`config.mk`:
```
export PLATFORM = sky130hd
export DESIGN_NAME = mem_port_arbiter
export DESIGN_NICKNAME = d
export VERILOG_FILES = /design/src/rtl/mem_port_arbiter_pkg.sv /design/src/rtl/mem_port_arbiter_arb_priority.sv /design/src/rtl/mem_port_arbiter.sv
export SDC_FILE = /design/constraint.sdc
export NUM_CORES = 1
export LEC_CHECK = 0
export CAP_MARGIN = 5
export CORE_MARGIN = 8
export CORE_UTILIZATION = 41
export DETAILED_ROUTE_END_ITERATION = 10
export PLACE_DENSITY = 0.83
export SLEW_MARGIN = 20
export SYNTH_ARGS = -nofsm -noshare
export SYNTH_HDL_FRONTEND = slang
export SYNTH_SLANG_ARGS = --single-unit
export TNS_END_PERCENT = 1
```
`constraint.sdc`:
```
create_clock -name clk -period 1.9 [get_ports clk]
set_input_delay 0.285 -clock clk [delete_from_list [all_inputs] [get_ports clk]]
set_output_delay 0.285 -clock clk [all_outputs]
set_load 0.1 [all_outputs]
```
`src/rtl/mem_port_arbiter_pkg.sv`:
```
// Shared definitions for the fetch/data memory port arbiter: FSM state and
// transaction owner encodings plus small address helpers.
package mem_port_arbiter_pkg;

    localparam int ADDR_W = 32;
    localparam int DATA_W = 32;

    typedef enum logic [1:0] {
        ST_IDLE = 2'd0,
        ST_MEM  = 2'd1,
        ST_RESP = 2'd2
    } state_t;

    typedef enum logic {
        OWN_IF = 1'b0,
        OWN_D  = 1'b1
    } owner_t;

    // Only word-aligned accesses are forwarded to memory.
    function automatic logic is_misaligned(input logic [1:0] addr_lsb);
        return (addr_lsb != 2'b00);
    endfunction

endpackage

```
`src/rtl/mem_port_arbiter_arb_priority.sv`:
```
// Winner selection between fetch and data requesters with a bounded
// starvation counter for the fetch side; purely combinational.
module arb_priority
    import mem_port_arbiter_pkg::*;
#(
    parameter int STARVE_MAX = 3,
    parameter int SW         = 2
) (
    input  logic          i_if_req,
    input  logic          i_d_req,
    input  logic [SW-1:0] i_starve_cnt,
    output logic          o_grant,
    output owner_t        o_owner,
    output logic [SW-1:0] o_starve_nxt
);

    logic w_starved;

    assign w_starved = (i_starve_cnt == SW'(STARVE_MAX));

    // Data normally wins; a starved fetch takes the grant and clears the count.
    always_comb begin
        o_grant      = i_if_req | i_d_req;
        o_owner      = OWN_IF;
        o_starve_nxt = i_starve_cnt;
        if (i_d_req && !(i_if_req && w_starved)) begin
            o_owner = OWN_D;
            if (i_if_req) begin
                o_starve_nxt = w_starved ? i_starve_cnt : (i_starve_cnt + SW'(1));
            end else begin
                o_starve_nxt = i_starve_cnt;
            end
        end else if (i_if_req) begin
            o_owner      = OWN_IF;
            o_starve_nxt = '0;
        end else begin
            o_owner      = OWN_IF;
            o_starve_nxt = i_starve_cnt;
        end
    end

endmodule

```
`src/rtl/mem_port_arbiter.sv`:
```
// Two-master (fetch/data) single-port memory arbiter: one outstanding
// transaction, misaligned rejection, memory timeout, registered outputs.
module mem_port_arbiter
    import mem_port_arbiter_pkg::*;
#(
    parameter int STARVE_MAX = 3,
    parameter int TIMEOUT    = 15
) (
    input  logic              clk,
    input  logic              reset,
    input  logic              if_req,
    input  logic [ADDR_W-1:0] if_addr,
    output logic              if_ack,
    output logic              if_err,
    output logic [DATA_W-1:0] if_rdata,
    input  logic              d_req,
    input  logic              d_we,
    input  logic [ADDR_W-1:0] d_addr,
    input  logic [DATA_W-1:0] d_wdata,
    output logic              d_ack,
    output logic              d_err,
    output logic [DATA_W-1:0] d_rdata,
    output logic              mem_req,
    output logic              mem_we,
    output logic [ADDR_W-1:0] mem_addr,
    output logic [DATA_W-1:0] mem_wdata,
    input  logic [DATA_W-1:0] mem_rdata,
    input  logic              mem_ready,
    output logic              busy
);

    localparam int SW = (STARVE_MAX < 1) ? 1 : $clog2(STARVE_MAX + 1);
    localparam int TW = (TIMEOUT < 2) ? 1 : $clog2(TIMEOUT + 1);

    state_t            r_state, w_state_nxt;
    owner_t            r_owner, w_owner_nxt;
    logic [ADDR_W-1:0] r_addr, w_addr_nxt;
    logic              r_we, w_we_nxt;
    logic [DATA_W-1:0] r_wdata, w_wdata_nxt;
    logic [SW-1:0]     r_starve, w_starve_nxt;
    logic [TW-1:0]     r_tmo, w_tmo_nxt;
    logic              r_mem_req, w_mem_req_nxt;
    logic              r_busy;
    logic              r_if_ack, r_if_err, r_d_ack, r_d_err;
    logic [DATA_W-1:0] r_if_rdata, r_d_rdata;
    logic              w_if_ack_nxt, w_if_err_nxt, w_d_ack_nxt, w_d_err_nxt;
    logic [DATA_W-1:0] w_if_rdata_nxt, w_d_rdata_nxt;

    logic              w_grant;
    owner_t            w_win;
    logic [SW-1:0]     w_arb_starve;

    logic              w_fin;
    owner_t            w_fin_owner;
    logic              w_fin_err;
    logic [DATA_W-1:0] w_fin_data;

    arb_priority #(
        .STARVE_MAX (STARVE_MAX),
        .SW         (SW)
    ) u_arb_priority (
        .i_if_req     (if_req),
        .i_d_req      (d_req),
        .i_starve_cnt (r_starve),
        .o_grant      (w_grant),
        .o_owner      (w_win),
        .o_starve_nxt (w_arb_starve)
    );

    // Next-state logic; w_fin marks the cycle a completion is handed to RESP.
    always_comb begin
        w_state_nxt   = r_state;
        w_owner_nxt   = r_owner;
        w_addr_nxt    = r_addr;
        w_we_nxt      = r_we;
        w_wdata_nxt   = r_wdata;
        w_starve_nxt  = r_starve;
        w_tmo_nxt     = r_tmo;
        w_mem_req_nxt = r_mem_req;
        w_fin         = 1'b0;
        w_fin_owner   = r_owner;
        w_fin_err     = 1'b0;
        w_fin_data    = {DATA_W{1'b0}};
        case (r_state)
            ST_IDLE: begin
                if (w_grant) begin
                    w_owner_nxt  = w_win;
                    w_starve_nxt = w_arb_starve;
                    w_tmo_nxt    = {TW{1'b0}};
                    if (w_win == OWN_D) begin
                        w_addr_nxt  = d_addr;
                        w_we_nxt    = d_we;
                        w_wdata_nxt = d_wdata;
                    end else begin
                        w_addr_nxt  = if_addr;
                        w_we_nxt    = 1'b0;
                        w_wdata_nxt = {DATA_W{1'b0}};
                    end
                    if (is_misaligned(w_addr_nxt[1:0])) begin
                        w_state_nxt   = ST_RESP;
                        w_mem_req_nxt = 1'b0;
                        w_fin         = 1'b1;
                        w_fin_owner   = w_win;
                        w_fin_err     = 1'b1;
                    end else begin
                        w_state_nxt   = ST_MEM;
                        w_mem_req_nxt = 1'b1;
                    end
                end else begin
                    w_mem_req_nxt = 1'b0;
                end
            end
            ST_MEM: begin
                if (mem_ready) begin
                    w_state_nxt   = ST_RESP;
                    w_mem_req_nxt = 1'b0;
                    w_fin         = 1'b1;
                    w_fin_data    = r_we ? {DATA_W{1'b0}} : mem_rdata;
                end else if (r_tmo == TW'(TIMEOUT - 1)) begin
                    w_state_nxt   = ST_RESP;
                    w_mem_req_nxt = 1'b0;
                    w_fin         = 1'b1;
                    w_fin_err     = 1'b1;
                end else begin
                    w_tmo_nxt = r_tmo + TW'(1);
                end
            end
            ST_RESP: begin
                w_state_nxt = ST_IDLE;
            end
            default: begin
                w_state_nxt   = ST_IDLE;
                w_mem_req_nxt = 1'b0;
            end
        endcase
    end

    // Route a completion to its owner; rdata holds its value between acks.
    always_comb begin
        w_if_ack_nxt   = 1'b0;
        w_if_err_nxt   = 1'b0;
        w_if_rdata_nxt = r_if_rdata;
        w_d_ack_nxt    = 1'b0;
        w_d_err_nxt    = 1'b0;
        w_d_rdata_nxt  = r_d_rdata;
        if (w_fin) begin
            if (w_fin_owner == OWN_D) begin
                w_d_ack_nxt   = 1'b1;
                w_d_err_nxt   = w_fin_err;
                w_d_rdata_nxt = w_fin_data;
            end else begin
                w_if_ack_nxt   = 1'b1;
                w_if_err_nxt   = w_fin_err;
                w_if_rdata_nxt = w_fin_data;
            end
        end else begin
            w_if_ack_nxt = 1'b0;
            w_d_ack_nxt  = 1'b0;
        end
    end

    // State and output registers with synchronous active-low reset.
    always_ff @(posedge clk) begin
        if (!reset) begin
            r_state    <= ST_IDLE;
            r_owner    <= OWN_IF;
            r_addr     <= {ADDR_W{1'b0}};
            r_we       <= 1'b0;
            r_wdata    <= {DATA_W{1'b0}};
            r_starve   <= {SW{1'b0}};
            r_tmo      <= {TW{1'b0}};
            r_mem_req  <= 1'b0;
            r_busy     <= 1'b0;
            r_if_ack   <= 1'b0;
            r_if_err   <= 1'b0;
            r_if_rdata <= {DATA_W{1'b0}};
            r_d_ack    <= 1'b0;
            r_d_err    <= 1'b0;
            r_d_rdata  <= {DATA_W{1'b0}};
        end else begin
            r_state    <= w_state_nxt;
            r_owner    <= w_owner_nxt;
            r_addr     <= w_addr_nxt;
            r_we       <= w_we_nxt;
            r_wdata    <= w_wdata_nxt;
            r_starve   <= w_starve_nxt;
            r_tmo      <= w_tmo_nxt;
            r_mem_req  <= w_mem_req_nxt;
            r_busy     <= (w_state_nxt != ST_IDLE);
            r_if_ack   <= w_if_ack_nxt;
            r_if_err   <= w_if_err_nxt;
            r_if_rdata <= w_if_rdata_nxt;
            r_d_ack    <= w_d_ack_nxt;
            r_d_err    <= w_d_err_nxt;
            r_d_rdata  <= w_d_rdata_nxt;
        end
    end

    assign if_ack    = r_if_ack;
    assign if_err    = r_if_err;
    assign if_rdata  = r_if_rdata;
    assign d_ack     = r_d_ack;
    assign d_err     = r_d_err;
    assign d_rdata   = r_d_rdata;
    assign mem_req   = r_mem_req;
    assign mem_we    = r_we;
    assign mem_addr  = r_addr;
    assign mem_wdata = r_wdata;
    assign busy      = r_busy;

endmodule

```
== After elaboration in Yosys (flattened, before gate mapping) ==
Index checks and enable logic that the tools add are counted.
Storage, ports and cells
  bits in registers: 144
  output and inout port bits: 135
  word-level logic and storage cells: 86
Operators by class
  add/sub/neg operators: 2
  equal/unequal tests: 9
  multiplexer cells: 39
  bitwise gates (word level): 5
  reduce and logical (&&, ||, !) cells: 16
Operators with widths (count)
  two-way mux 32 bit: 7
  two-way mux 1 bit: 16
  two-way mux 2 bit: 8
  two-way mux 4 bit: 3
  AND reduction 2 bit: 5
  one-hot mux 4 bit (2 select lines): 1
  AND reduction 4 bit: 2
  != test 2 bit, second input constant: 3
  nonzero test 2 bit: 3
  adder 4 x 1 -> 4 bit, second input constant: 1
  == test 2 bit, second input constant: 2
  == test 4 bit, second input constant: 1
  inverter 1 bit: 4
  one-hot mux 1 bit (2 select lines): 2
  one-hot mux 2 bit (2 select lines): 1
  != test 3 bit, second input constant: 1
  one-hot mux 1 bit (3 select lines): 1
  AND reduction 3 bit: 1
  OR reduction 3 bit: 1
  adder 2 x 1 -> 2 bit, second input constant: 1
  == test 2 x 1 -> 1 bit, second input constant: 1
  logical AND 1 bit: 2
  zero test 2 bit: 1
  != test 2 x 1 -> 1 bit, second input constant: 1
  2 further kinds: 2

== Longest topological paths before layout ==
Gate-level depths: netlist of run 1.
  depth in word-level cells: 14
  mapped depth: 8
  depth with buffers taken out: 6

== Hierarchy ==
A second synthesis of run 1 with hierarchy kept.
Second synthesis, totals
  cell total of the unflattened synthesis: 659
  area, all modules: 5844.4 um^2
Modules (own cells, without submodules)
  mem_port_arbiter: instances 1, cells an instance 650, area an instance 5788.1 um^2, sequential area each 2882.8 um^2
  arb_priority: instances 1, cells an instance 9, area an instance 56.3 um^2, sequential area each 0.0 um^2

== Worst setup path before layout of run 1 ==
No wires, ideal clock.
  kind: register -> register
  from: reg r_starve[0]
  to: reg r_d_rdata[23], in the netlist d_rdata[23]
  setup time: 0.119 ns
  arrival time: 1.615 ns
  required time: 1.781 ns
  slack: 0.167 ns
  stages on the path, launching flop included: 9
  path buffers: 3
  period minus slack after synthesis: 1.733 ns
  cells stage by stage: dfxtp_1 -> ha_1 -> a21bo_1 -> buf_2 -> o32a_1 -> buf_6 -> buf_6 -> nand3_1 -> o21ai_2
Between the ends
  longest elaborated chain between the ends: 13
  elaborated cells between the ends (all ways): 16
  those cells by class: eq/ne: 1; mux: 10; reduce/logical: 5
RTL lines
  start, declared: line mem_port_arbiter.sv:40  | logic [SW-1:0] r_starve, w_starve_nxt;
  start signal, assigned: line mem_port_arbiter.sv:170  | r_starve <= {SW{1'b0}};
  start signal, assigned: line mem_port_arbiter.sv:186  | r_starve <= w_starve_nxt;
  == test 2 bit *: line mem_port_arbiter_arb_priority.sv:19  | assign w_starved = (i_starve_cnt == SW'(STARVE_MAX));
  logical AND 1 bit *: line mem_port_arbiter_arb_priority.sv:26  | if (i_d_req && !(i_if_req && w_starved)) begin
  zero test 1 bit *: line mem_port_arbiter_arb_priority.sv:26
  logical AND 1 bit *: line mem_port_arbiter_arb_priority.sv:26
  two-way mux 1 bit *: line mem_port_arbiter_arb_priority.sv:26
  two-way mux 32 bit: line mem_port_arbiter.sv:90  | if (w_win == OWN_D) begin
  two-way mux 32 bit: line mem_port_arbiter.sv:86  | if (w_grant) begin
  two-way mux 32 bit: line mem_port_arbiter.sv:84  | case (r_state)
  nonzero test 2 bit: line mem_port_arbiter_pkg.sv:21  | return (addr_lsb != 2'b00);
  two-way mux 1 bit: line mem_port_arbiter.sv:99  | if (is_misaligned(w_addr_nxt[1:0])) begin
  two-way mux 1 bit: line mem_port_arbiter.sv:86
  one-hot mux 1 bit (2 select lines) / two-way mux 1 bit (equally long branches): line mem_port_arbiter.sv:84
  AND reduction 2 bit (no line) *
  end signal, assigned: line mem_port_arbiter.sv:179  | r_d_rdata <= {DATA_W{1'b0}};
  end signal, assigned: line mem_port_arbiter.sv:195  | r_d_rdata <= w_d_rdata_nxt;
  end, declared: line mem_port_arbiter.sv:45  | logic [DATA_W-1:0] r_if_rdata, r_d_rdata;
Every way passes the cells marked *; elsewhere a longest branch is shown, timed or not. The select of a mux whose other input is x is not followed.
A chain may end at the register's enable or synchronous reset.

== Final worst setup path of run 1 ==
  from: reg r_tmo[0]
  to: reg r_d_rdata[28], in the netlist d_rdata[28]
Between the ends
  longest elaborated chain between the ends: 5
RTL lines
  start, declared: line mem_port_arbiter.sv:41  | logic [TW-1:0] r_tmo, w_tmo_nxt;
  start signal, assigned: line mem_port_arbiter.sv:171  | r_tmo <= {TW{1'b0}};
  start signal, assigned: line mem_port_arbiter.sv:187  | r_tmo <= w_tmo_nxt;
  == test 4 bit: line mem_port_arbiter.sv:119  | end else if (r_tmo == TW'(TIMEOUT - 1)) begin
  two-way mux 1 bit: line mem_port_arbiter.sv:119
  two-way mux 1 bit: line mem_port_arbiter.sv:114  | if (mem_ready) begin
  one-hot mux 1 bit (2 select lines): line mem_port_arbiter.sv:84
  AND reduction 2 bit (no line)
Every way passes these cells.

==> results of run 1 <==
-- power groups by stage --
stage / Sequential (mW) / Clock [mW] / Combinational [mW]
3_5_place_dp: 3.33 / 0 / 2.20
5_1_grt: 3.28 / 3.69 / 2.31
3_3_place_gp: 3.32 / 0 / 2.18
4_1_cts: 3.27 / 3.55 / 2.21
2_1_floorplan: 4.34 / 0 / 0.502
6_report: 3.27 / 3.48 / 2.22
-- registers in the layout, summed over array words and instances (netlist names), 2 cells and up --
| name | count |
|---|---|
| r_state | 2 |
| d_rdata | 32 |
| r_starve | 2 |
| mem_addr | 32 |
| r_tmo | 4 |
| if_rdata | 32 |
| mem_wdata | 32 |
-- timing repair --
action,in CTS,in global routing
endpoints found under the hold margin,0,0
hold buffers,0,0
resized for setup,0,2
endpoints found under the setup margin,0,6
-- worst max-delay path by stage --
stage                                   startpoint                   endpoint  slack (ps)  depth (start not counted)
after detailed placement                    if_req  if_rdata[12]$_SDFFE_PN0P_        -130                          6
after global routing         r_tmo[0]$_SDFFE_PN0P_   d_rdata[28]$_SDFFE_PN0P_           1                          8
final                        r_tmo[0]$_SDFFE_PN0P_   d_rdata[28]$_SDFFE_PN0P_         110                          8
after CTS                    r_tmo[0]$_SDFFE_PN0P_           d_err$_SDFF_PN0_         120                          8
after floorplan           r_starve[0]$_SDFFE_PN0P_   d_rdata[23]$_SDFFE_PN0P_         170                          8
after global placement                       d_req           d_err$_SDFF_PN0_         -60                          6
-- per-stage QoR --
step	TNS, ps	instances	hold WS [ps]
CTS	0	1028	249.7
detailed placement	-4518	996	450.1
finish	0	1029	261.8
floorplan	0	576	410.5
global placement	-1015	996	444.5
global route	0	1029	266.6
-- critical path: cells and delay by family (launching register included) --
family / cells / cell delay [ps]
and+or+nand+nor: 1 / 130
AOI/OAI and AO/OA: 3 / 540
adders and majority gates: 1 / 220
DFF: 1 / 380
buffers and inverters: 3 / 440
-- placed cells by master (no fill, tap or decap), types with 2 or more instances in the layout --
cell type	instances
a21oi_1	2
dfxtp_1	144
buf_4	148
a21boi_0	2
buf_12	10
a22o_1	33
clkbuf_16	18
nand3_1	67
ha_1	3
clkbuf_1	5
xor2_1	2
clkinv_4	2
nand2_1	133
or2_1	2
clkdlybuf4s50_1	132
o211a_1	32
o21ai_2	20
mux2i_1	33
clkinvlp_4	2
nand2b_1	3
and3_1	4
o21ai_1	13
nor2b_1	2
o21ai_0	2
nor2_1	9
bufinv_16	4
and2_1	5
-- kinds of logic (layout without fill, tap and decap cells) --
family | Yosys count | after routing | share of synthesized area (%)
buf+inv | 48 | 325 | 4.912
mux | 34 | 34 | 6.151
compound gates | 113 | 113 | 17.71
simple gates | 232 | 232 | 18.32
xor+xnor | 2 | 2 | 0.3155
fa+ha+maj | 3 | 3 | 0.6761
flops | 144 | 144 | 51.92
-- cells in the mapped netlist --
library cell,count,area (µm²)
a21bo_1,1,10.01
a21bo_2,1,10.01
a21boi_0,2,15.01
a21boi_2,1,11.26
a21o_1,1,7.510
a21oi_1,2,10.01
a22o_1,33,289.0
a31oi_1,1,6.260
and2_1,5,31.28
and3_1,4,25.02
buf_1,3,11.26
buf_2,13,65.06
buf_6,10,112.6
clkbuf_1,20,75.07
clkbuf_2,1,5.000
dfxtp_1,144,2883
ha_1,3,37.54
inv_1,1,3.750
mux2_2,1,11.26
mux2i_1,33,330.3
nand2_1,133,499.2
nand2b_1,3,18.77
nand3_1,67,335.3
nand3b_1,1,7.510
nand4_1,1,6.260
nor2_1,10,37.54
nor2b_1,2,12.51
nor3_1,1,5.000
nor3_2,1,10.01
nor3b_1,1,7.510
o211a_1,32,320.3
o21a_1,1,7.510
o21ai_0,2,10.01
o21ai_1,13,65.06
o21ai_2,20,175.2
o32a_1,1,10.01
o32ai_1,1,8.760
o32ai_4,1,27.53
or2_1,2,12.51
or3b_2,1,8.760
xor2_1,2,17.52
-- area by class of cell --
cell class | count | area, µm²
inverter | 1 | 3.754
fill | 1033 | 4433
clock buffer | 23 | 457.9
timing repair buffer | 292 | 2669
sequential | 144 | 2883
tap | 176 | 220.2
clock inverter | 9 | 157.7
multi-input combinational | 384 | 2419
-- routing by layer --
layer / wire [µm] / up-vias / track usage (%) / part of all wire [%]
met4: 480 / 0 / 8.833 / 2.7
met2: 8917 / 220 / 33.57 / 49
li1: - / 2540 / - / -
met1: 7142 / 2462 / 22.02 / 40
met5: 0 / - / 0 / 0
met3: 1485 / 36 / 7.546 / 8.2
==> impl_metrics.json, run 1 <==
{
  "cts_root_buf": "clkbuf_16",
  "ys_types": 41,
  "p_sw_share_pct": 31.90,
  "overflow": 0,
  "worstPathRequired_ps": 2250,
  "place.port_buffers": 268,
  "slowest_delay_ps": 380,
  "rr_endpoint": "d_rdata[28]$_SDFFE_PN0P_",
  "ys_seq_area_share_pct": 51.92,
  "layout-drive-gt1-share_pct": 25.32,
  "cp_slowest_cell": "dfxtp_1",
  "clockBufferDepth": 2,
  "dp_hpwl_um": 13210,
  "synth_cells": 576,
  "antenna_cells": 0,
  "ys_warn_count": 0,
  "h-tree-depth": 4,
  "drt-total-wl_um": 18030,
  "netlist_area_um2": 5553,
  "maxCapViolations": 0,
  "numCtsBuffers": 17,
  "p_total_mw": 8.964,
  "cts.sinks": 144,
  "cts.clk_slew.worst_paths_ps": 60,
  "fin_nets": 977,
  "fp-row-count": 42,
  "postCtsSetupRepairBufs": 0,
  "comb_power_share_pct": 24.7,
  "hold_end": "mem_addr[13]$_SDFFE_PN0P_",
  "hold_path.class": "in -> reg",
  "fmax_mhz": 560.0,
  "fin_crit_sh_pct": 93.98,
  "post_dp_cell_area_um2": 8159,
  "syn_nets": 713,
  "grt_pass1_wl_um": 28480,
  "rsz0062_at_grt": "false",
  "dieArea_um2": 17520,
  "drv_slew": 0,
  "pin_count": 269,
  "holdCritStartpoint": "reset",
  "clkPwrFrac_pct": 38.9,
  "ys_ff_latch": 144,
  "grt_pass1_vias": 5518,
  "gp_congestion": 0.8330,
  "stdcell_area_um2": 8810,
  "powerDensity_nw_per_um2": 1017,
  "crit_arrival_ps": 2140,
  "place_ws_ps": -132.0,
  "min_path_cells": 2,
  "dr.pass1.iters": 4,
  "die_w_um": 132.4,
  "rr_worst_depth": 8,
  "grt_antenna_before_repair": 0,
  "skew_ps": 13.56,
  "grt_max_degree": 72,
  "final_core_util_pct": 66.52,
  "setup.worst_path.end_class": "flip-flop",
  "setup_viol": 0,
  "coreArea_um2": 13240,
  "route.vias.total": 5258,
  "p_int_mw": 6.104,
  "syn_to_final_growth_pct": 58.65,
  "setup_ws_ps": 114.4,
  "ant_nets": 0,
  "run_status": "completed",
  "min_period_ps": 1786,
  "avgSynthCellArea_um2": 9.640,
  "cts_tree": "built",
  "cp_cell_sequence": "inv_1, ha_1, a31oi_2, buf_4, o32a_2, buf_6, nand3_1, o21ai_2",
  "die_y_um": 132.4,
  "route.detailed.drc": 0,
  "r2r_setup_slack_ps": 110,
  "track_usage_pct": 19.97,
  "start_util_pct": 41.93,
  "rr_startpoint": "r_tmo[0]$_SDFFE_PN0P_",
  "relSlewSlack_pct": 70.44,
  "pwr-share-seq_pct": 36.4,
  "via_per_inst": 5.110,
  "start_kind": "flip-flop",
  "path_class": "reg -> reg",
  "leakage_nw": 3.982,
  "drt_iter0_drc": 206,
  "path_max_fanout": 22,
  "routedWlPerCell_um": 17.52,
  "clk_latency_ps": 420,
  "finalHoldViolCount": 0,
  "ir_worst_vdd_uv": 664.0,
  "worstMarginPinSlew_ps": 442.1,
  "p_switching_mw": 2.860
}
No activity file was read; power rests on OpenSTA's default activity.
==> inputs of run 2 (changes only) <==
--- a/config.mk
+++ b/config.mk
@@ -10,6 +10,7 @@
 export CORE_UTILIZATION = 41
 export DETAILED_ROUTE_END_ITERATION = 10
 export PLACE_DENSITY = 0.83
+export SKIP_LAST_GASP = 1
 export SLEW_MARGIN = 20
 export SYNTH_ARGS = -nofsm -noshare
 export SYNTH_HDL_FRONTEND = slang
==> run 2 against run 1 <==
Setup slack better by 16 ps. Clock skew fell by 1.0 ps. Largest power group unchanged. Combinational power about the same. Sequential cell count stayed put. Via count is 0.13% lower.
==> impl_metrics.json, run 2 (synthesis gave the netlist of run 1 again) <==
{
  "dp_hpwl_um": 13210,
  "pin_count": 269,
  "fp-row-count": 42,
  "coreArea_um2": 13240,
  "r2r_setup_slack_ps": 130,
  "post_dp_cell_area_um2": 8159,
  "min_path_cells": 2,
  "start_kind": "flip-flop",
  "setup.worst_path.end_class": "flip-flop",
  "stdcell_area_um2": 8803,
  "dieArea_um2": 17520,
  "holdCritStartpoint": "reset",
  "leakage_nw": 3.982,
  "grt_pass1_wl_um": 28480,
  "worstPathRequired_ps": 2260,
  "path_class": "reg -> reg",
  "drv_slew": 0,
  "hold_path.class": "in -> reg",
  "fin_crit_sh_pct": 93.12,
  "ir_worst_vdd_uv": 658.0,
  "start_util_pct": 41.93,
  "syn_to_final_growth_pct": 58.54,
  "h-tree-depth": 4,
  "layout_common_cells": "148 x buf_4, 144 x dfxtp_1, 133 x nand2_1",
  "drt_iter0_drc": 220,
  "fmax_mhz": 565.2,
  "ant_nets": 0,
  "worstMarginPinSlew_ps": 439.6,
  "clockBufferDepth": 2,
  "relSlewSlack_pct": 70.60,
  "worstSetupStartpoint": "r_tmo[0]$_SDFFE_PN0P_",
  "grt_antenna_before_repair": 0,
  "rsz0062_at_grt": "true",
  "cts_root_buf": "clkbuf_16",
  "fin_nets": 977,
  "overflow": 0,
  "clk_latency_ps": 420,
  "cts.sinks": 144,
  "antenna_cells": 0,
  "fillCellCount": 1033,
  "route.vias.total": 5251,
  "rr_worst_depth": 8,
  "min_period_ps": 1769,
  "grt_max_degree": 72,
  "drt-total-wl_um": 18000,
  "cts_tree": "built",
  "crit_arrival_ps": 2120,
  "dr.pass1.iters": 4,
  "routedWlPerCell_um": 17.49,
  "gp_congestion": 0.8330,
  "skew_ps": 12.52,
  "route.detailed.drc": 0,
  "via_per_inst": 5.103,
  "die_w_um": 132.4,
  "rr_endpoint": "d_rdata[28]$_SDFFE_PN0P_",
  "rr_startpoint": "r_tmo[0]$_SDFFE_PN0P_",
  "finalHoldViolCount": 0,
  "layout-drive-gt1-share_pct": 25.21,
  "track_usage_pct": 19.97,
  "path_max_fanout": 22,
  "run_status": "completed",
  "maxCapViolations": 0,
  "cts.clk_slew.worst_paths_ps": 60,
  "place.port_buffers": 268,
  "final_common_cell": "buf_4",
  "setup-tns-final_ps": 0,
  "powerDensity_nw_per_um2": 1018,
  "grt_pass1_vias": 5518,
  "numCtsBuffers": 17,
  "hold_end": "mem_addr[13]$_SDFFE_PN0P_",
  "setup_viol": 0,
  "die_y_um": 132.4
}
==> run 2: cell counts in the layout (fill, tap and decap cells not counted) <==
No cell type changed its count.
==> run 2: worst max-delay path by stage <==
stage,depth (start not counted),to,slack [ps]
3_5_place_dp,6,if_rdata[12]$_SDFFE_PN0P_,-130
4_1_cts,8,d_err$_SDFF_PN0_,120
2_1_floorplan,8,d_rdata[23]$_SDFFE_PN0P_,170
6_report,8,d_rdata[28]$_SDFFE_PN0P_,130
3_3_place_gp,6,d_err$_SDFF_PN0_,-60
5_1_grt,8,d_rdata[28]$_SDFFE_PN0P_,-9
==> run 2: metal layers <==
metal	track usage [%]	part of all wire, %	up-vias
met3	7.546	7.9	40
met4	8.833	2.8	0
met1	22.02	41	2457
met2	33.57	49	215
met5	0	0	-
li1	-	-	2539
==> run 2: final cells by class <==
cell class / count / area, µm² / share of cell area [%]
inverters: 1 / 3.754 / 0.04264
well taps: 176 / 220.2 / 2.501
clock buffers: 23 / 457.9 / 5.202
clock inverters: 9 / 157.7 / 1.791
flip-flops and latches: 144 / 2883 / 32.75
multi-input cells: 384 / 2412 / 27.40
repair buffers: 292 / 2669 / 30.32
==> run 2: per-stage QoR <==
step | worst slack, ps | hold WS [ps] | cells | power (mW) | util (%)
floorplan | 166.6 | 410.5 | 576 | 4.845 | -
global placement | -62.98 | 444.5 | 996 | 5.501 | 61.61
detailed placement | -132.0 | 450.1 | 996 | 5.533 | 61.61
CTS | 123.4 | 249.7 | 1028 | 9.027 | 66.26
global route | -8.683 | 266.6 | 1029 | 9.282 | 66.48
finish | 130.8 | 262.8 | 1029 | 8.965 | 66.48
==> run 2: power by group <==
part	leakage [nW]	internal (mW)	switching, mW
registers	1.17	3.17	0.0913
logic	2.52	0.696	1.52
clock network	0.292	2.23	1.25
==> run 2: critical path, stage by stage (launching register included) <==
cell and delay, ps:
dfxtp_1 380, inv_1 60, ha_1 210, a31oi_1 230
buf_4 140, o32a_2 230, buf_6 240, nand3_1 130
o21ai_2 80
==> run 2: what timing repair did <==
item / CTS / global route
buffers inserted: 0 / 0
hold buffers: 0 / 0
endpoints found under the setup margin: 0 / 6
resized for setup: 0 / 1
